==> config.mk <==
export PLATFORM = sky130hd
export DESIGN_NAME = stream_fifo_flat
export DESIGN_NICKNAME = d
export VERILOG_FILES = /design/src/rtl/stream_fifo_pkg.sv /design/src/rtl/stream_fifo_if.sv /design/src/rtl/stream_fifo_mem.sv /design/src/rtl/stream_fifo.sv /design/src/flat_wrapper.sv
export SDC_FILE = /design/constraint.sdc
export NUM_CORES = 1
export LEC_CHECK = 0
export CORE_ASPECT_RATIO = 1.1
export CORE_MARGIN = 5
export CORE_UTILIZATION = 54
export DETAILED_ROUTE_END_ITERATION = 7
export PLACE_DENSITY = 0.73
export SLEW_MARGIN = 20
export SYNTH_ARGS = -nofsm -noshare
export SYNTH_HDL_FRONTEND = slang
export SYNTH_SLANG_ARGS = --single-unit
export TNS_END_PERCENT = 100
==> constraint.sdc <==
create_clock -name clk -period 3.8 [get_ports clk]
set_input_delay 0.57 -clock clk [delete_from_list [all_inputs] [get_ports clk]]
set_output_delay 0.57 -clock clk [all_outputs]
set_load 0.005 [all_outputs]
==> src/rtl/stream_fifo_pkg.sv <==
// Purpose: shared defaults and depth derivation for the stream FIFO slice.
// Latency: n/a (compile-time constants only).
// Backpressure: n/a.
package stream_fifo_pkg;

    localparam int DEF_DATA_WIDTH  = 32;
    localparam int DEF_ADDR_WIDTH  = 4;
    localparam int DEF_ALMOST_FULL = 12;

    // Number of storage entries for a given pointer width.
    function automatic int depth_of(input int addr_width);
        return 1 << addr_width;
    endfunction

endpackage

==> src/rtl/stream_fifo_if.sv <==
// Purpose: write/read stream, status and error signals of the stream FIFO.
// Latency: n/a (wiring only).
// Backpressure: data_in_ready from the FIFO; data_out_read from the consumer.
// Modports: master = producer/consumer side, slave = FIFO side.
interface stream_fifo_if
    import stream_fifo_pkg::*;
#(
    parameter int DATA_WIDTH = DEF_DATA_WIDTH,
    parameter int ADDR_WIDTH = DEF_ADDR_WIDTH
) ();

    logic                  flush;
    logic                  err_clr;
    logic [DATA_WIDTH-1:0] data_in;
    logic                  data_in_valid;
    logic                  data_in_ready;
    logic [DATA_WIDTH-1:0] data_out;
    logic                  data_out_valid;
    logic                  data_out_read;
    logic [ADDR_WIDTH:0]   level;
    logic                  full;
    logic                  almost_full;
    logic                  overflow;
    logic                  underflow;

    modport master (
        output flush, err_clr, data_in, data_in_valid, data_out_read,
        input  data_in_ready, data_out, data_out_valid, level,
               full, almost_full, overflow, underflow
    );

    modport slave (
        input  flush, err_clr, data_in, data_in_valid, data_out_read,
        output data_in_ready, data_out, data_out_valid, level,
               full, almost_full, overflow, underflow
    );

endinterface

==> src/rtl/stream_fifo_mem.sv <==
// Purpose: simple dual-port register array, one write port and one read port.
// Latency: write lands on the clock edge; read is combinational from raddr.
// Backpressure: none; caller gates we.
// Ports: clk, we/waddr/wdata (sync write), raddr/rdata (async read).
module fifo_mem
    import stream_fifo_pkg::*;
#(
    parameter int DATA_WIDTH = DEF_DATA_WIDTH,
    parameter int ADDR_WIDTH = DEF_ADDR_WIDTH
) (
    input  logic                  clk,
    input  logic                  we,
    input  logic [ADDR_WIDTH-1:0] waddr,
    input  logic [DATA_WIDTH-1:0] wdata,
    input  logic [ADDR_WIDTH-1:0] raddr,
    output logic [DATA_WIDTH-1:0] rdata
);

    localparam int DEPTH = depth_of(ADDR_WIDTH);

    // Storage is intentionally not reset; validity is tracked by the level.
    logic [DATA_WIDTH-1:0] mem [DEPTH];

    always_ff @(posedge clk) begin
        if (we) begin
            mem[waddr] <= wdata;
        end
    end

    assign rdata = mem[raddr];

endmodule

==> src/rtl/stream_fifo.sv <==
// Purpose: first-word-fall-through stream FIFO with level/almost-full status and sticky errors.
// Latency: a word written on edge N is visible on data_out right after edge N.
// Backpressure: data_in_ready = !full (registered), or tied high with drop-on-full.
// Ports: clk, rst (async active-low), bus (stream_fifo_if.slave: stream, flush, status, errors).
module stream_fifo
    import stream_fifo_pkg::*;
#(
    parameter int DATA_WIDTH     = DEF_DATA_WIDTH,
    parameter int ADDR_WIDTH     = DEF_ADDR_WIDTH,
    parameter int ALMOST_FULL    = DEF_ALMOST_FULL,
    parameter int DROP_WHEN_FULL = 0
) (
    input  logic         clk,
    input  logic         rst,
    stream_fifo_if.slave bus
);

    localparam int                DEPTH   = depth_of(ADDR_WIDTH);
    localparam logic [ADDR_WIDTH:0] DEPTH_L = (ADDR_WIDTH+1)'(DEPTH);
    localparam logic [ADDR_WIDTH:0] AF_L    = (ADDR_WIDTH+1)'(ALMOST_FULL);
    localparam logic [ADDR_WIDTH:0] LVL_ONE = (ADDR_WIDTH+1)'(1);
    localparam logic [ADDR_WIDTH-1:0] PTR_ONE = (ADDR_WIDTH)'(1);
    localparam bit                DROP    = (DROP_WHEN_FULL != 0);

    logic [ADDR_WIDTH-1:0] wr_ptr;
    logic [ADDR_WIDTH-1:0] rd_ptr;
    logic [ADDR_WIDTH:0]   level_q;
    logic [ADDR_WIDTH:0]   level_d;
    logic                  full_q;
    logic                  almost_full_q;
    logic                  valid_q;
    logic                  overflow_q;
    logic                  underflow_q;
    logic [DATA_WIDTH-1:0] rdata;

    logic wr_en;
    logic rd_en;
    logic overflow_evt;
    logic underflow_evt;

    // Full gates writes even when a read happens in the same cycle, so the
    // ready path never depends combinationally on data_out_read.
    assign wr_en = bus.data_in_valid && !full_q && !bus.flush;
    assign rd_en = bus.data_out_read && valid_q && !bus.flush;

    // Error events are based on the attempt, independent of flush.
    assign overflow_evt  = DROP && bus.data_in_valid && full_q;
    assign underflow_evt = bus.data_out_read && !valid_q;

    always_comb begin
        level_d = level_q;
        if (bus.flush) begin
            level_d = '0;
        end else begin
            case ({wr_en, rd_en})
                2'b10:   level_d = level_q + LVL_ONE;
                2'b01:   level_d = level_q - LVL_ONE;
                default: level_d = level_q;
            endcase
        end
    end

    always_ff @(posedge clk or negedge rst) begin
        if (!rst) begin
            wr_ptr        <= '0;
            rd_ptr        <= '0;
            level_q       <= '0;
            full_q        <= 1'b0;
            almost_full_q <= 1'b0;
            valid_q       <= 1'b0;
            overflow_q    <= 1'b0;
            underflow_q   <= 1'b0;
        end else begin
            if (bus.flush) begin
                wr_ptr <= '0;
                rd_ptr <= '0;
            end else begin
                if (wr_en) wr_ptr <= wr_ptr + PTR_ONE;
                if (rd_en) rd_ptr <= rd_ptr + PTR_ONE;
            end
            // Status flags track the next level so they move on the same edge.
            level_q       <= level_d;
            full_q        <= (level_d == DEPTH_L);
            almost_full_q <= (level_d >= AF_L);
            valid_q       <= (level_d != '0);
            // Sticky errors: a new event beats a same-cycle clear.
            if (overflow_evt)     overflow_q <= 1'b1;
            else if (bus.err_clr) overflow_q <= 1'b0;
            if (underflow_evt)    underflow_q <= 1'b1;
            else if (bus.err_clr) underflow_q <= 1'b0;
        end
    end

    fifo_mem #(
        .DATA_WIDTH (DATA_WIDTH),
        .ADDR_WIDTH (ADDR_WIDTH)
    ) u_mem (
        .clk   (clk),
        .we    (wr_en),
        .waddr (wr_ptr),
        .wdata (bus.data_in),
        .raddr (rd_ptr),
        .rdata (rdata)
    );

    assign bus.data_in_ready  = DROP ? 1'b1 : !full_q;
    assign bus.data_out       = valid_q ? rdata : '0;
    assign bus.data_out_valid = valid_q;
    assign bus.level          = level_q;
    assign bus.full           = full_q;
    assign bus.almost_full    = almost_full_q;
    assign bus.overflow       = overflow_q;
    assign bus.underflow      = underflow_q;

endmodule
==> src/flat_wrapper.sv <==
// flat-port wrapper written by rule: the top's interface ports become plain ports
module stream_fifo_flat import stream_fifo_pkg::*;
#(
    parameter int DATA_WIDTH     = DEF_DATA_WIDTH,
    parameter int ADDR_WIDTH     = DEF_ADDR_WIDTH,
    parameter int ALMOST_FULL    = DEF_ALMOST_FULL,
    parameter int DROP_WHEN_FULL = 0
)
  (clk, rst, bus_flush, bus_err_clr, bus_data_in, bus_data_in_valid, bus_data_out_read, bus_data_in_ready, bus_data_out, bus_data_out_valid, bus_level, bus_full, bus_almost_full, bus_overflow, bus_underflow);
  stream_fifo_if #(.DATA_WIDTH(DATA_WIDTH), .ADDR_WIDTH(ADDR_WIDTH)) bus_i ();
  input  logic clk;
  input  logic rst;
  input wire logic [$bits(bus_i.flush)-1:0] bus_flush;
  input wire logic [$bits(bus_i.err_clr)-1:0] bus_err_clr;
  input wire logic [$bits(bus_i.data_in)-1:0] bus_data_in;
  input wire logic [$bits(bus_i.data_in_valid)-1:0] bus_data_in_valid;
  input wire logic [$bits(bus_i.data_out_read)-1:0] bus_data_out_read;
  output wire logic [$bits(bus_i.data_in_ready)-1:0] bus_data_in_ready;
  output wire logic [$bits(bus_i.data_out)-1:0] bus_data_out;
  output wire logic [$bits(bus_i.data_out_valid)-1:0] bus_data_out_valid;
  output wire logic [$bits(bus_i.level)-1:0] bus_level;
  output wire logic [$bits(bus_i.full)-1:0] bus_full;
  output wire logic [$bits(bus_i.almost_full)-1:0] bus_almost_full;
  output wire logic [$bits(bus_i.overflow)-1:0] bus_overflow;
  output wire logic [$bits(bus_i.underflow)-1:0] bus_underflow;
  assign bus_i.flush = bus_flush;
  assign bus_i.err_clr = bus_err_clr;
  assign bus_i.data_in = bus_data_in;
  assign bus_i.data_in_valid = bus_data_in_valid;
  assign bus_i.data_out_read = bus_data_out_read;
  assign bus_data_in_ready = bus_i.data_in_ready;
  assign bus_data_out = bus_i.data_out;
  assign bus_data_out_valid = bus_i.data_out_valid;
  assign bus_level = bus_i.level;
  assign bus_full = bus_i.full;
  assign bus_almost_full = bus_i.almost_full;
  assign bus_overflow = bus_i.overflow;
  assign bus_underflow = bus_i.underflow;
  stream_fifo #(.DATA_WIDTH(DATA_WIDTH), .ADDR_WIDTH(ADDR_WIDTH), .ALMOST_FULL(ALMOST_FULL), .DROP_WHEN_FULL(DROP_WHEN_FULL)) u_core (.clk(clk), .rst(rst), .bus(bus_i));
endmodule
# After elaboration in Yosys (flattened, before gate mapping)
# Memory sizes are Yosys's and may differ from the RTL's.
# Index checks and enable logic that the tools add are counted.
[classes]
add_sub_neg = 4
eq_ne = 3
mux = 11
order_cmp = 1
n_reduce_logical = 12
[ops]
columns = ["cell", "count"]
rows = [
  ["$mux W32", 1],
  ["$mux W4", 4],
  ["$pmux W5 S2", 1],
  ["$add A4 B1 Y4 const B", 2],
  ["$reduce_bool A2 Y1", 3],
  ["$add A5 B1 Y5 const B", 1],
  ["$eq A5 B5 Y1 const B", 1],
  ["$ge A5 B4 Y1 const B", 1],
  ["$logic_and A1 B1 Y1", 5],
  ["$mux W5", 1],
  ["$reduce_bool A5 Y1", 1],
  ["$sub A5 B1 Y5 const B", 1],
  ["$mux W1", 4],
  ["$logic_not A1 Y1", 3],
  ["$eq A2 B1 Y1 const B", 1],
  ["$eq A2 B2 Y1 const B", 1],
]
[totals]
reg_bits = 17
mem_count = 1
ramBits = 512
[memory_table]
columns = ["name", "words", "width", "rd", "rd_clocked_by_memory_dff", "wr", "line", "source"]
rows = [
  ["u_core.u_mem.mem", 16, 32, 1, 0, 1, "stream_fifo_mem.sv:22", "logic [DATA_WIDTH-1:0] mem [DEPTH];"],
]

# Logic depth before layout (Yosys ltp)
# Gate-level depths: netlist (run 1).
[logic_depth]
word_depth = 7
depth_mapped = 11
depth_no_buf = 11

# By module
# A second synthesis (run 1) with hierarchy kept.
[unflattened]
hier_cells = 946
hier_area_um2 = 20412.1
[by_module_without_submodules]
columns = ["module", "instances", "cells_per_inst", "area_each_um2", "seq_area_each_um2"]
rows = [
  ["fifo_mem", 1, 806, 19213.4, 15374.7],
  ["stream_fifo", 1, 140, 1198.6, 425.4],
]

# Least setup slack after synthesis (run 1)
# No wires, ideal clock.
[synth_timing]
path_type = "input-to-reg"
start = "input bus_data_in_valid"
end = "memory u_core.u_mem.mem[1][0] (netlist name), enable pin"
setup_time_ps = 461
path_stages = 4
required_ps = 3339
path_slack_ps = -172
t_arrival_ps = 3511
cell_sequence = "nor2b_1 nor2b_1 nand2_1 nor3_1"
[synth_between]
elab_chain_cells = 4
[synth_rtl]
columns = ["item", "line", "source"]
rows = [
  ["start, declared", "flat_wrapper.sv:16", "input wire logic [$bits(bus_i.data_in_valid)-1:0] bus_data_in_valid;"],
  ["$logic_and A1 B1 Y1 (2 in series)", "stream_fifo.sv:43", "assign wr_en = bus.data_in_valid && !full_q && !bus.flush;"],
  ["$mux W1", "stream_fifo_mem.sv:25", "if (we) begin"],
  ["$mux W1 (not written as such)", "stream_fifo_mem.sv:26", "mem[waddr] <= wdata;"],
  ["end, declared", "stream_fifo_mem.sv:22", ""],
]
# Every way passes these cells.

# Final worst setup path (run 1)
[layout_timing]
start = "register u_core.rd_ptr[1]"
end = "output bus_data_out[9]"
[layout_between]
elab_chain_cells = 2
[layout_rtl]
columns = ["item", "line", "source"]
rows = [
  ["start, declared", "stream_fifo.sv:26", "logic [ADDR_WIDTH-1:0] rd_ptr;"],
  ["start signal, assigned", "stream_fifo.sv:79", "if (rd_en) rd_ptr <= rd_ptr + PTR_ONE;"],
  ["$mem_v2 Z16 W32", "--", ""],
  ["$mux W32", "stream_fifo.sv:107", "assign bus.data_out = valid_q ? rdata : '0;"],
  ["end, declared", "flat_wrapper.sv:19", "output wire logic [$bits(bus_i.data_out)-1:0] bus_data_out;"],
]
# Every way passes these cells.

==> summary.md, run 1 <==
| Metric | Value |
|---|---|
| Port bufs | between 70 and 80 |
| Chip height | about 210 um |
| Part of the power in registers | between 50% and 60% |
| Achievable Freq | approximately 270 MHz |
| Commonest non-fill, non-tap cell in the layout | edfxtp_1 |
| Clock skew | between 0.015 and 0.02 ns |
| Post-synth top area share | 75.06% |
| Comb power frac | under 10% |
| Cells along the critical path | buf_12 > mux4_2 > mux4_2 > and2_1 > clkdlybuf4s50_1 |
| Power per cell area | roughly 500 nW/um^2 |
| Core area | 37310 um^2 |
| Worst Setup End Kind | primary output |
| Status | complete, no violations |
| Met3 Routed Length | slightly above 3000 um |
| Total clock sinks | 529 |
| Pins Over Slew Limit | 0 |
| Vias in the first global route | a little under 10k |
| Max capacitance violation total | 0 |
| Leakage | 7.384 nW |
| Most frequent cells in the layout | 512 x edfxtp_1, 160 x mux4_2, 79 x clkdlybuf4s50_1 |
| Min-delay worst type | input port to asynchronous set/reset pin |
| Yosys cell types | 37 |
| Kind of critical path | flop to primary output |
| CTS root buf | clkbuf_16 |
| Layout cells sized above 1 | between 20% and 30% |
| Tot Pwr | about 12 mW |
| Wl on met1 | roughly 17000 um |
| WL final | approximately 44000 um |
| Synth Net Count | ~900 |
| Vias per Instance | 6.144 |
| HPWL after detailed placement | 23800 um |
| Synthesized area per cell | about 24 um^2 |
| Arrival @ worst endpoint | around 3.1 ns |
| Clock insertion delay at the later pin of the skew report | approximately 0.57 ns |
| Global Route Usage Sum | a little over a fifth |
| Largest area contributor in the netlist | edfxtp_1 |
| Area contributors post-synth | edfxtp_1 75%, mux4_2 18%, dfrtp_1 2.1% |
| H-tree Lvls | 2 |
| Worst Tran Pin Value | roughly 0.84 ns |
| Vias | 9455 |
| Tmin final | 3.712 ns |
| Crit-path max FO | 25 |
| Worst slew margin | between 40% and 50% |
| Number of CTS-inserted buffers | 49 |
| Setup repair bufs after CTS | 5 |
| Slowest CP cell | dfrtp_4 |
| Met2 WL | between 20000 and 25000 um |
| DR WL/cell | between 20 and 30 um |
| Die Width | just under 200 um |
| Most used cell, CP | mux4_2 |
| Slowest stage delay, CP | roughly 0.77 ns |
| First-pass GRT wire length | between 60000 and 70000 um |
| Largest net degree at the start of global routing | 37 |
| Clock-pin slew on the worst setup and hold paths | approximately 0.07 ns |
| Synth Cell Area | about 20000 um^2 |
| Post-CTS Resized | 0 |
| Switching part of the total | 20.54% |
| IO Pins | 81 |
| Post-Synthesis Cells | approximately 870 |
| Post-CTS Hold Buffers | 0 |
| Fin crit share | between 90% and 100% |
| Grt ovf | 0 |
| Max clock buf depth | 3 |
| TritonCTS clock tree | built |
| GPL Wtd Cong | 0.7520 |
| Sequential cell area fraction in the yosys report | about 77% |
| FF+latch count, synth | between 500 and 600 |
| Clock power frac | just under 40% |
| Overall die area | about 42000 um^2 |
| Critical Path RT | ~3.2 ns |
| Starting DRT DRC Count | 1121 |
| Post-route ant nets | 0 |
| DR DRC count | 0 |
| Int Pwr | 9.447 mW |
| Area Overhead vs Synth | 16.44% |
| Rows | 74 |
| Initial core utilization | a little over half |
| Antenna violations before repair | 4 |
| Drt pass-1 iters | 5 |
| P_sw | between 2 and 2.5 mW |
| Peak supply drop | around 0.3 mV |
| RSZ-0062 raised after global routing | no |
| Max Used Layer | met5 |
| Nets | roughly 1.0k |
| YS warnings | 0 |
| Finish-stage setup viols | 0 |
| Final Hold Vio Count | 0 |
| Worst hold slack | roughly 0.49 ns |
| CP startpoint kind | flop |
==> cells in the mapped netlist (all sizes together) <==
library cell	count
nor4b	1
nor2b	3
or2	1
nor3b	1
a31oi	1
nand2	8
dfrtp	17
or3	1
clkbuf	19
nand4	1
xnor2	2
ha	8
conb	1
a21oi	5
and3b	1
a21o	2
mux2i	2
o21ai	2
a32oi	1
edfxtp	512
nand2b	4
inv	8
a41oi	1
mux4	160
nor2	24
o22ai	2
or3b	1
nor3	4
nor4bb	1
o31ai	2
buf	28
nand3	4
xor2	7
and2	33
==> cell families (layout without fill, tap and decap cells) <==
group | count (synthesis) | after routing | share of synthesized area [%]
mux | 162 | 162 | 17.69
flops | 529 | 529 | 77.14
buf+inv | 55 | 230 | 1.478
xor+xnor | 9 | 9 | 0.3848
compound gates | 16 | 16 | 0.4947
simple gates | 88 | 88 | 2.309
fa+ha+maj | 8 | 8 | 0.4887
other cells | 1 | 3 | 0.01831
==> per-layer routing <==
layer / vias up / track usage (%)
met1: 5052 / 29.52
met5: - / 0
met2: 424 / 35.94
met3: 47 / 3.221
met4: 2 / 5.447
li1: 3930 / -
==> final timing paths <==
path / from / to / slack [ns] / cells after the start
worst max-delay path: u_core.rd_ptr[1] / bus_data_out[9] / 0.09 / 5
worst min-delay path: rst / u_core.wr_ptr[0] / 0.49 / 1
worst max register to register: u_core.bus.full / u_core.bus.almost_full / 1.00 / 11
worst min register to register: u_core.bus.underflow / u_core.bus.underflow / 0.53 / 2
max in group asynchronous: rst / u_core.rd_ptr[0] / 2.69 / 1
min in group clk: u_core.bus.underflow / u_core.bus.underflow / 0.53 / 2
==> final cells by class <==
| type | instances | area (um^2) |
|---|---|---|
| Clock buffer | 56 | 1252 |
| Sequential cell | 529 | 15810 |
| Tap cell | 494 | 618.1 |
| Fill cell | 2388 | 13460 |
| Inverter | 8 | 30.03 |
| Multi-Input combinational cell | 284 | 4497 |
| Timing Repair Buffer | 131 | 1381 |
| Antenna cell | 2 | 5.005 |
| Clock inverter | 35 | 257.7 |
==> critical path, delay by kind of cell, from the launching register on <==
kind | cells | cell delay (ns)
DFF | 1 | 0.77
and+or+nand+nor | 1 | 0.22
muxes | 2 | 0.81
buffers and inverters | 2 | 0.75
==> registers in the layout, indices dropped and copies added, names as in the netlist <==
signal	flops
u_core.rd_ptr	4
u_core.bus.full	1
u_core.bus.underflow	1
u_core.bus.data_out_valid	1
u_core.wr_ptr	4
u_core.bus.level	5
u_core.bus.almost_full	1
u_core.u_mem.mem	512
==> power groups by stage <==
| stage | clock (mW) | combinational (mW) | sequential [mW] |
|---|---|---|---|
| after global placement | 0 | 0.755 | 6.60 |
| after CTS | 4.69 | 0.801 | 6.47 |
| after floorplan | 0 | 0.461 | 6.59 |
| final | 4.63 | 0.788 | 6.47 |
| after global routing | 4.96 | 0.848 | 6.47 |
| after detailed placement | 0 | 0.769 | 6.61 |
==> through the flow <==
step | instances | util (%) | instance area, um^2 | TNS, ns | setup slack, ns
3_5_place_dp | 1441 | 59.73 | 22290 | 0 | 0.4018
5_1_grt | 1538 | 63.92 | 23850 | 0 | 0.02798
2_1_floorplan | 868 | - | 20490 | -16.38 | -0.1711
6_report | 1539 | 63.92 | 23850 | 0 | 0.08826
3_3_place_gp | 1441 | 59.73 | 22290 | 0 | 0.4605
4_1_cts | 1537 | 63.91 | 23850 | 0 | 0.07648
(Power assumes the default switching activity.)
==> inputs of run 2 (changes only) <==
--- a/config.mk
+++ b/config.mk
@@ -8,6 +8,7 @@
 export CORE_ASPECT_RATIO = 1.1
 export CORE_MARGIN = 5
 export CORE_UTILIZATION = 54
+export CTS_CLUSTER_SIZE = 40
 export DETAILED_ROUTE_END_ITERATION = 7
 export PLACE_DENSITY = 0.73
 export SLEW_MARGIN = 20
==> results of run 2 <==
No change in the layout: final DEF, timing and power equal those of run 1.
